### src/rtl/ps2_host_tx.sv
// PS/2 host-to-device transmitter: request-to-send, bit shifting on device clocks,
// ACK check and timeout. Drives the shared lines through open-drain enables.
module ps2_host_tx #(
    parameter int unsigned INHIBIT_CYCLES = 5000,
    parameter int unsigned TIMEOUT_CYCLES = 750000
) (
    input  logic       clk,
    input  logic       reset,
    input  logic [7:0] tx_data,
    input  logic       tx_start,
    input  logic       ps2c_in,
    input  logic       ps2d_in,
    output logic       ps2c_oe,
    output logic       ps2d_oe,
    output logic       busy,
    output logic       tx_active,
    output logic       done,
    output logic       ack_err,
    output logic       timeout_err
);

    localparam int unsigned CNT_MAX = (INHIBIT_CYCLES > TIMEOUT_CYCLES) ? INHIBIT_CYCLES : TIMEOUT_CYCLES;
    localparam int unsigned CW      = $clog2(CNT_MAX + 1);
    localparam logic [CW-1:0] INH_LAST = CW'(INHIBIT_CYCLES - 1);
    localparam logic [CW-1:0] INH_DATA = CW'(INHIBIT_CYCLES - 2);
    localparam logic [CW-1:0] TMO_LAST = CW'(TIMEOUT_CYCLES - 1);

    typedef enum logic [2:0] {IDLE, INHIBIT, REQ, SHIFT, WAIT_IDLE} state_t;

    state_t        state_q, state_d;
    logic [CW-1:0] cnt_q, cnt_d;
    logic [3:0]    bit_idx_q, bit_idx_d;
    logic [7:0]    shreg_q, shreg_d;
    logic          parity_q, parity_d;
    logic          c_oe_q, c_oe_d, d_oe_q, d_oe_d;
    logic          busy_q, busy_d;
    logic          done_q, done_d, ack_q, ack_d, tmo_q, tmo_d;
    logic          c_s1_q, c_s2_q, c_prev_q, d_s1_q, d_s2_q;
    logic          fe;

    assign fe = c_prev_q & ~c_s2_q;

    always_comb begin
        state_d   = state_q;
        cnt_d     = cnt_q;
        bit_idx_d = bit_idx_q;
        shreg_d   = shreg_q;
        parity_d  = parity_q;
        c_oe_d    = c_oe_q;
        d_oe_d    = d_oe_q;
        done_d    = 1'b0;
        ack_d     = 1'b0;
        tmo_d     = 1'b0;
        case (state_q)
            IDLE: begin
                if (tx_start) begin
                    shreg_d  = tx_data;
                    parity_d = ~^tx_data;
                    cnt_d    = '0;
                    c_oe_d   = 1'b1;
                    d_oe_d   = 1'b0;
                    state_d  = INHIBIT;
                end
            end
            INHIBIT: begin
                // Data goes low one cycle before the clock is released.
                if (cnt_q == INH_LAST) begin
                    c_oe_d  = 1'b0;
                    d_oe_d  = 1'b1;
                    cnt_d   = '0;
                    state_d = REQ;
                end else begin
                    cnt_d = cnt_q + 1'b1;
                    if (cnt_q == INH_DATA) d_oe_d = 1'b1;
                end
            end
            REQ: begin
                c_oe_d    = 1'b0;
                d_oe_d    = 1'b1;
                bit_idx_d = '0;
                state_d   = SHIFT;
            end
            SHIFT: begin
                if (fe) begin
                    if (bit_idx_q < 4'd11) bit_idx_d = bit_idx_q + 1'b1;
                    if (bit_idx_q < 4'd8) begin
                        d_oe_d = ~shreg_q[bit_idx_q[2:0]];
                    end else if (bit_idx_q == 4'd8) begin
                        d_oe_d = ~parity_q;
                    end else if (bit_idx_q == 4'd9) begin
                        d_oe_d = 1'b0;
                    end else if (bit_idx_q == 4'd10) begin
                        if (!d_s2_q) begin
                            state_d = WAIT_IDLE;
                        end else begin
                            ack_d   = 1'b1;
                            state_d = IDLE;
                        end
                    end
                end
            end
            WAIT_IDLE: begin
                if (c_s2_q && d_s2_q) begin
                    done_d  = 1'b1;
                    state_d = IDLE;
                end
            end
            default: state_d = IDLE;
        endcase

        // Timeout overrides whatever the states above decided, including fe 11.
        if (state_q == REQ || state_q == SHIFT || state_q == WAIT_IDLE) begin
            if (cnt_q == TMO_LAST) begin
                c_oe_d  = 1'b0;
                d_oe_d  = 1'b0;
                ack_d   = 1'b0;
                done_d  = 1'b0;
                tmo_d   = 1'b1;
                state_d = IDLE;
            end else begin
                cnt_d = cnt_q + 1'b1;
            end
        end

        busy_d = (state_d != IDLE);
    end

    always_ff @(posedge clk) begin
        if (!reset) begin
            state_q   <= IDLE;
            cnt_q     <= '0;
            bit_idx_q <= '0;
            shreg_q   <= '0;
            parity_q  <= 1'b0;
            c_oe_q    <= 1'b0;
            d_oe_q    <= 1'b0;
            busy_q    <= 1'b0;
            done_q    <= 1'b0;
            ack_q     <= 1'b0;
            tmo_q     <= 1'b0;
            c_s1_q    <= 1'b1;
            c_s2_q    <= 1'b1;
            c_prev_q  <= 1'b1;
            d_s1_q    <= 1'b1;
            d_s2_q    <= 1'b1;
        end else begin
            state_q   <= state_d;
            cnt_q     <= cnt_d;
            bit_idx_q <= bit_idx_d;
            shreg_q   <= shreg_d;
            parity_q  <= parity_d;
            c_oe_q    <= c_oe_d;
            d_oe_q    <= d_oe_d;
            busy_q    <= busy_d;
            done_q    <= done_d;
            ack_q     <= ack_d;
            tmo_q     <= tmo_d;
            c_s1_q    <= ps2c_in;
            c_s2_q    <= c_s1_q;
            c_prev_q  <= c_s2_q;
            d_s1_q    <= ps2d_in;
            d_s2_q    <= d_s1_q;
        end
    end

    assign ps2c_oe     = c_oe_q;
    assign ps2d_oe     = d_oe_q;
    assign busy        = busy_q;
    assign tx_active   = busy_q;
    assign done        = done_q;
    assign ack_err     = ack_q;
    assign timeout_err = tmo_q;

endmodule

### config.mk
export PLATFORM = sky130hd
export DESIGN_NAME = ps2_host_tx
export DESIGN_NICKNAME = d
export VERILOG_FILES = /design/src/rtl/ps2_host_tx.sv
export SDC_FILE = /design/constraint.sdc
export NUM_CORES = 1
export LEC_CHECK = 0
export ABC_AREA = 1
export BUFFER_PORTS_ARGS = -buffer_cell sky130_fd_sc_hd__buf_2
export CAP_MARGIN = 20
export CORE_MARGIN = 2
export CORE_UTILIZATION = 55
export DETAILED_ROUTE_END_ITERATION = 12
export GPL_TIMING_DRIVEN = 0
export PLACE_DENSITY = 0.74
export SYNTH_ARGS = -nofsm -noshare
export SYNTH_HDL_FRONTEND = slang
export SYNTH_SLANG_ARGS = --single-unit
### constraint.sdc
create_clock -name clk -period 3.13 [get_ports clk]
set_input_delay 0.626 -clock clk [delete_from_list [all_inputs] [get_ports clk]]
set_output_delay 0.626 -clock clk [all_outputs]
set_load 0.01 [all_outputs]
=== Word level (Yosys, flattened, before mapping) ===
Index checks and enable logic that the tools add are counted.
W data, S select, Z words.

* Flip-flop bits (word level): 47
* Logic and storage cells: 98
* Input port bits: 13

* Add/sub/neg operators: 2
* Reductions and logical operators: 10
* Bitwise gates (word level): 4
* Equality and inequality tests: 12
* Magnitude comparators: 3
* Muxes and demuxes: 51

{| class="wikitable"
|+ Operators with widths
! kind !! count
|-
| $mux W20 || 4
|-
| $eq A20 B13 Y1 const B || 2
|-
| $pmux W20 S2 || 1
|-
| $mux W3 || 11
|-
| $mux W1 || 28
|-
| $add A20 B1 Y20 const B || 1
|-
| $eq A20 B20 Y1 const B || 1
|-
| $pmux W3 S5 || 1
|-
| $eq A4 B4 Y1 const B || 3
|-
| $lt A4 B4 Y1 const B || 2
|-
| $mux W4 || 2
|-
| $pmux W4 S2 || 1
|-
| $reduce_xnor A8 Y1 || 1
|-
| $eq A3 B2 Y1 const B || 2
|-
| $add A4 B1 Y4 const B || 1
|-
| $lt A3 B4 Y1 const B || 1
|-
| $ne A2 B2 Y1 const B || 2
|-
| $pmux W1 S4 || 1
|-
| $reduce_and A2 Y1 || 2
|-
| $bmux W1 S3 || 1
|-
| $eq A3 B1 Y1 const B || 1
|-
| $eq A3 B3 Y1 const B || 1
|-
| $logic_not A3 Y1 || 1
|-
| $not A1 Y1 || 3
|-
| 7 further kinds || 8
|}

=== Logic depth before layout (Yosys ltp) ===
* Depth after elaboration: 10
* Depth in mapped cells: 12

=== Worst setup path before layout ===
Ideal clock, no wire load.

* Path type: register to register
* Start point: reg cnt_q[0]
* End point: reg cnt_q[9]
* Cell stages (with the launch flop): 10
* Path buffers: 1
* Arrival time: 1,428 ps
* Slack: 1,571 ps
* Clock period less this slack: 1,559 ps
* Path through: dfxtp_1 -> ha_1 -> nand2_2 -> nor3_4 -> nand3_4 -> nand2_4 -> nand2_4 -> buf_6 -> nand2_1 -> a21oi_2

* Longest elaborated chain between the ends: 5
* Elaborated cells on any way between the ends: 7

{| class="wikitable"
|+ Ends and longest elaborated chain
! item !! line !! text
|-
| from (decl) || 31 || <nowiki>logic [CW-1:0] cnt_q, cnt_d;</nowiki>
|-
| from (signal assigned) || 148 || <nowiki>cnt_q <= cnt_d;</nowiki>
|-
| $add A20 B1 Y20 / $eq A20 B13 Y1 (equally long branches) || 73, 121, 67 ||
|-
| $mux W20 || 67 || <nowiki>if (cnt_q == INH_LAST) begin</nowiki>
|-
| $pmux W20 S2 || 54 || <nowiki>case (state_q)</nowiki>
|-
| $mux W20 || 113 || <nowiki>if (cnt_q == TMO_LAST) begin</nowiki>
|-
| $mux W20 * || 112 || <nowiki>if (state_q == REQ || state_q == SHIFT || state_q == WAIT_IDLE) begin</nowiki>
|}

Every way passes the cells marked *; elsewhere a longest branch is shown, timed or not.
A chain may end at the register's enable or synchronous reset.

=== Worst setup path in the final report ===
* Start point: reg bit_idx_q[0]
* End point: reg busy_q, in the netlist busy

* Longest elaborated chain between the ends: 10
* Elaborated cells on any way between the ends: 13

{| class="wikitable"
|+ Ends and longest elaborated chain
! item !! line !! text
|-
| from (decl) || 32 || <nowiki>logic [3:0] bit_idx_q, bit_idx_d;</nowiki>
|-
| from (signal assigned) || 149 || <nowiki>bit_idx_q <= bit_idx_d;</nowiki>
|-
| $eq A4 B4 Y1 || 92 || <nowiki>end else if (bit_idx_q == 4'd10) begin</nowiki>
|-
| $mux W3 || 92 ||
|-
| $mux W3 || 90 || <nowiki>end else if (bit_idx_q == 4'd9) begin</nowiki>
|-
| $mux W3 || 88 || <nowiki>end else if (bit_idx_q == 4'd8) begin</nowiki>
|-
| $mux W3 * || 86 || <nowiki>if (bit_idx_q < 4'd8) begin</nowiki>
|-
| $mux W3 * || 84 || <nowiki>if (fe) begin</nowiki>
|-
| $pmux W3 S5 * || 54 ||
|-
| $mux W3 || 113 ||
|-
| $mux W3 * || 112 ||
|-
| $reduce_bool A3 Y1 * || 125 || <nowiki>busy_d = (state_d != IDLE);</nowiki>
|-
| to (signal assigned) || 154 || <nowiki>busy_q <= busy_d;</nowiki>
|-
| to (decl) || 36 || <nowiki>logic busy_q, busy_d;</nowiki>
|}

Marked as above.

==> summary.md <==
| Metric | Value |
|---|---|
| Initial antenna violation count | 0 |
| R2r setup slk | 1270 ps |
| Post-synth top flop | dfxtp_1 |
| Placed Cells incl. Taps | 504 |
| Htree depth | 2 |
| # rows | 25 |
| Starting Density | 0.578 |
| Die Y | 75.2 um |
| Iteration-0 DRC Markers | 143 |
| Status | finished, final reports clean |
| Antenna viol nets, final | 0 |
| Post-Syn Nets | 437 |
| Grt peak-use layer | met2 |
| Port Buffer Count | 19 |
| Worst IR drop on VDD | 342 uV |
| Slew HR | 0.621 |
| Clock Sinks | 47 |
| Clock skew | 7.70 ps |
| Seq/Total Area, Yosys | 0.338 |
| CP Capture Type | flop |
| Core ar. | 0.00482 mm2 |
| Most frequent CP cell | nand2_1 |
| HPWL after DPL | 4940 um |
| YS warnings | 0 |
| Yosys reg bits | 47 |
| Max Slew Vio Count | 0 |
| First-pass GRT wire length | 10700 um |
| Met1 usage | 0.350 |
| Hold WC Path Type | reg2reg |
| Pwr dens | 388 mW/mm2 |
| GRT met2 Usage | 0.404 |
| Most numerous cell in the Yosys netlist | nand2_1 |
| Crit path from | bit_idx_q[0] |
| Avg Cell Area, Syn | 6.67 um2 |
| I/O pins | 20 |
| Drt pass-1 iters | 5 |
| Largest net degree at the start of global routing | 17 |
| Worst Hold Slack | 421 ps |
| EDFF count, synth | 0 |
| RSZ-0062 raised after global routing | no |
| Worst Path Required | 3340 ps |
| Max FO, Critical Path | 8 |
| Area contributors post-synth | dfxtp_1, nand2_1, nand3_1 |
| Distinct cells, synth | 32 |
| Routed len/inst | 12.4 um |
| GPL Wtd Cong | 0.888 |
| Layout Nets | 463 |
| Syn-to-layout area delta | 10.6% |
| Hold buffer count at cts | 0 |
| CP Capture Point | busy |
| Sw frac | 0.251 |
| Cells after synthesis | 418 |
| Fin crit share | 0.594 |
| Pleak | 1.28 nW |
| Fmax | 538 MHz |
| Vias per cell | 5.21 |
| Min Tclk post-route | 1860 ps |
| Yosys top cell by area | dfxtp_1 |
| Num CTS Buffers | 5 |
| Crit Path Category | reg2reg |
| Worst Reg-to-Reg Cells | 12 |
| Int Power | 895 uW |
| Fill cell count | 479 |
| Resized cells post-CTS | 0 |
| Met3 Use GR | 0.0361 |
| Crit path cell chain | inv_1 -> ha_1 -> nor2_1 -> nand2_1 -> nor2_1 -> nand2_1 -> nand2_1 -> nand2_1 -> nand2_1 -> nand2_1 -> nand2_1 -> nand2_1 |
| Root Driver | clkbuf_8 |
| Top post-synthesis cells by count | nand2_1, nor2_1, nand3_1, dfxtp_1, inv_1 |
| Clock share of power | 0.387 |
| Worst path bufs/invs | 1 |
| Die ar. | 0.00565 mm2 |
| DRC | 0 |
| Routed Wire Length | 6370 um |
| N_diodes | 0 |
| Seq pwr share | 0.522 |
| Critical Path Start Type | flop |
| Final hold vios | 0 |
| CP arrival | 2070 ps |
| Die width | 75.2 um |
| Setup TNS | 0 ps |
| Fraction of registers with async set/reset | 0 |
| Max Root-Sink Buffers | 2 |
| Cell Area, Synth | 0.00279 mm2 |
| Reg2reg end | busy |
| Logic pwr share | 0.091 |
| CP max stage cell | dfxtp_1 |
| Synth top area share | 0.338 |
| # Post-CTS Setup Buffers | 0 |
| GRT Total Usage | 0.248 |
| Crit-path leading delay family | simple AND/OR/NAND/NOR gates |
| Worst-Skew Late Latency | 310 ps |
| Number of global-route vias before repair | 2320 |
| Via Count | 2665 |
| Max Cap Violations | 0 |
| Congestion Overflow GR | 0 |
| Clock-pin transition on the worst setup and hold timing paths | 100 ps |
| CTS tree | built |
| Critical Path Stages | 12 |
| Share of cells above drive strength 1 | 0.146 |
| Sw Pwr | 300 uW |
| CP max stage delay | 470 ps |
| Final setup vio count | 0 |
| Non-Filler Instances | 512 |
| Worst-Margin Slew | 569 ps |
| Crit Reg-Reg Startpoint | bit_idx_q[0] |
registers in the layout (all words and copies together) (netlist names), 3 cells and up:
name and flops:
bit_idx_q 4, cnt_q 20, shreg_q 8, state_q 3
routing by layer:
metal	share of wire	up-vias
li1	-	1392
met1	0.50	1209
met5	0	-
met2	0.45	60
met4	0.0056	0
met3	0.046	4
cells in the final DEF (no fill, tap or decap), types with 3 or more instances in the layout:
master / netlist / layout
nand2_2: 3 / 3
ha_1: 6 / 6
xor2_1: 7 / 7
nor2_2: 3 / 3
clkbuf_8: 0 / 5
a21oi_1: 31 / 31
nand3_1: 52 / 52
nor2_1: 55 / 55
inv_2: 4 / 4
o21ai_0: 10 / 10
dfxtp_1: 47 / 47
nand2_1: 105 / 105
nor3_1: 7 / 7
nand4_1: 8 / 8
or2_2: 6 / 6
clkbuf_1: 4 / 4
inv_1: 38 / 38
nand3_2: 3 / 3
xnor2_1: 7 / 7
buf_2: 4 / 23
power groups by stage:
stage	sequential (mW)	clock (mW)	combinational, mW
6_report	0.624	0.463	0.109
5_1_grt	0.626	0.490	0.124
4_1_cts	0.624	0.476	0.109
3_5_place_dp	0.638	0	0.109
3_3_place_gp	0.637	0	0.106
2_1_floorplan	0.636	0	0.0737
worst min-delay path by stage:
stage,to,slack [ps],cells after the start,startpoint
after detailed placement,d_s2_q,400,1,d_s1_q
after floorplan,c_s2_q,390,1,c_s1_q
after CTS,d_s2_q,430,1,d_s1_q
after global routing,d_s2_q,430,1,d_s1_q
final,d_s2_q,420,1,d_s1_q
after global placement,c_s2_q,400,1,c_s1_q
through the flow:
step	setup slack (ps)	total power, mW	area, um2	util
finish	1270	1.20	3080	0.639
global route	1050	1.24	3080	0.639
CTS	1270	1.21	3080	0.639
detailed placement	1170	0.747	2970	0.616
global placement	1210	0.743	2970	0.616
floorplan	1570	0.710	2790	-
cells by family (layout without fill, tap and decap cells):
kind of cell    after synthesis  after routing  share of synthesized area
flops                        47             47                      0.338
simple gates                252            252                      0.419
buf+inv                      55             82                     0.0894
xor+xnor                     14             14                     0.0440
compound gates               44             44                     0.0826
fa+ha+maj                     6              6                     0.0269
area by class of cell:
class	instances	area (um2)	area share
clock buffers	5	68.8	0.0223
flip-flops and latches	47	941	0.305
well taps	67	83.8	0.0272
repair buffers	19	95.1	0.0309
inverters	42	158	0.0512
plain buffers	13	91.3	0.0297
multi-input cells	316	1600	0.518
clock inverters	3	46.3	0.0150
(Power assumes the default switching activity.)
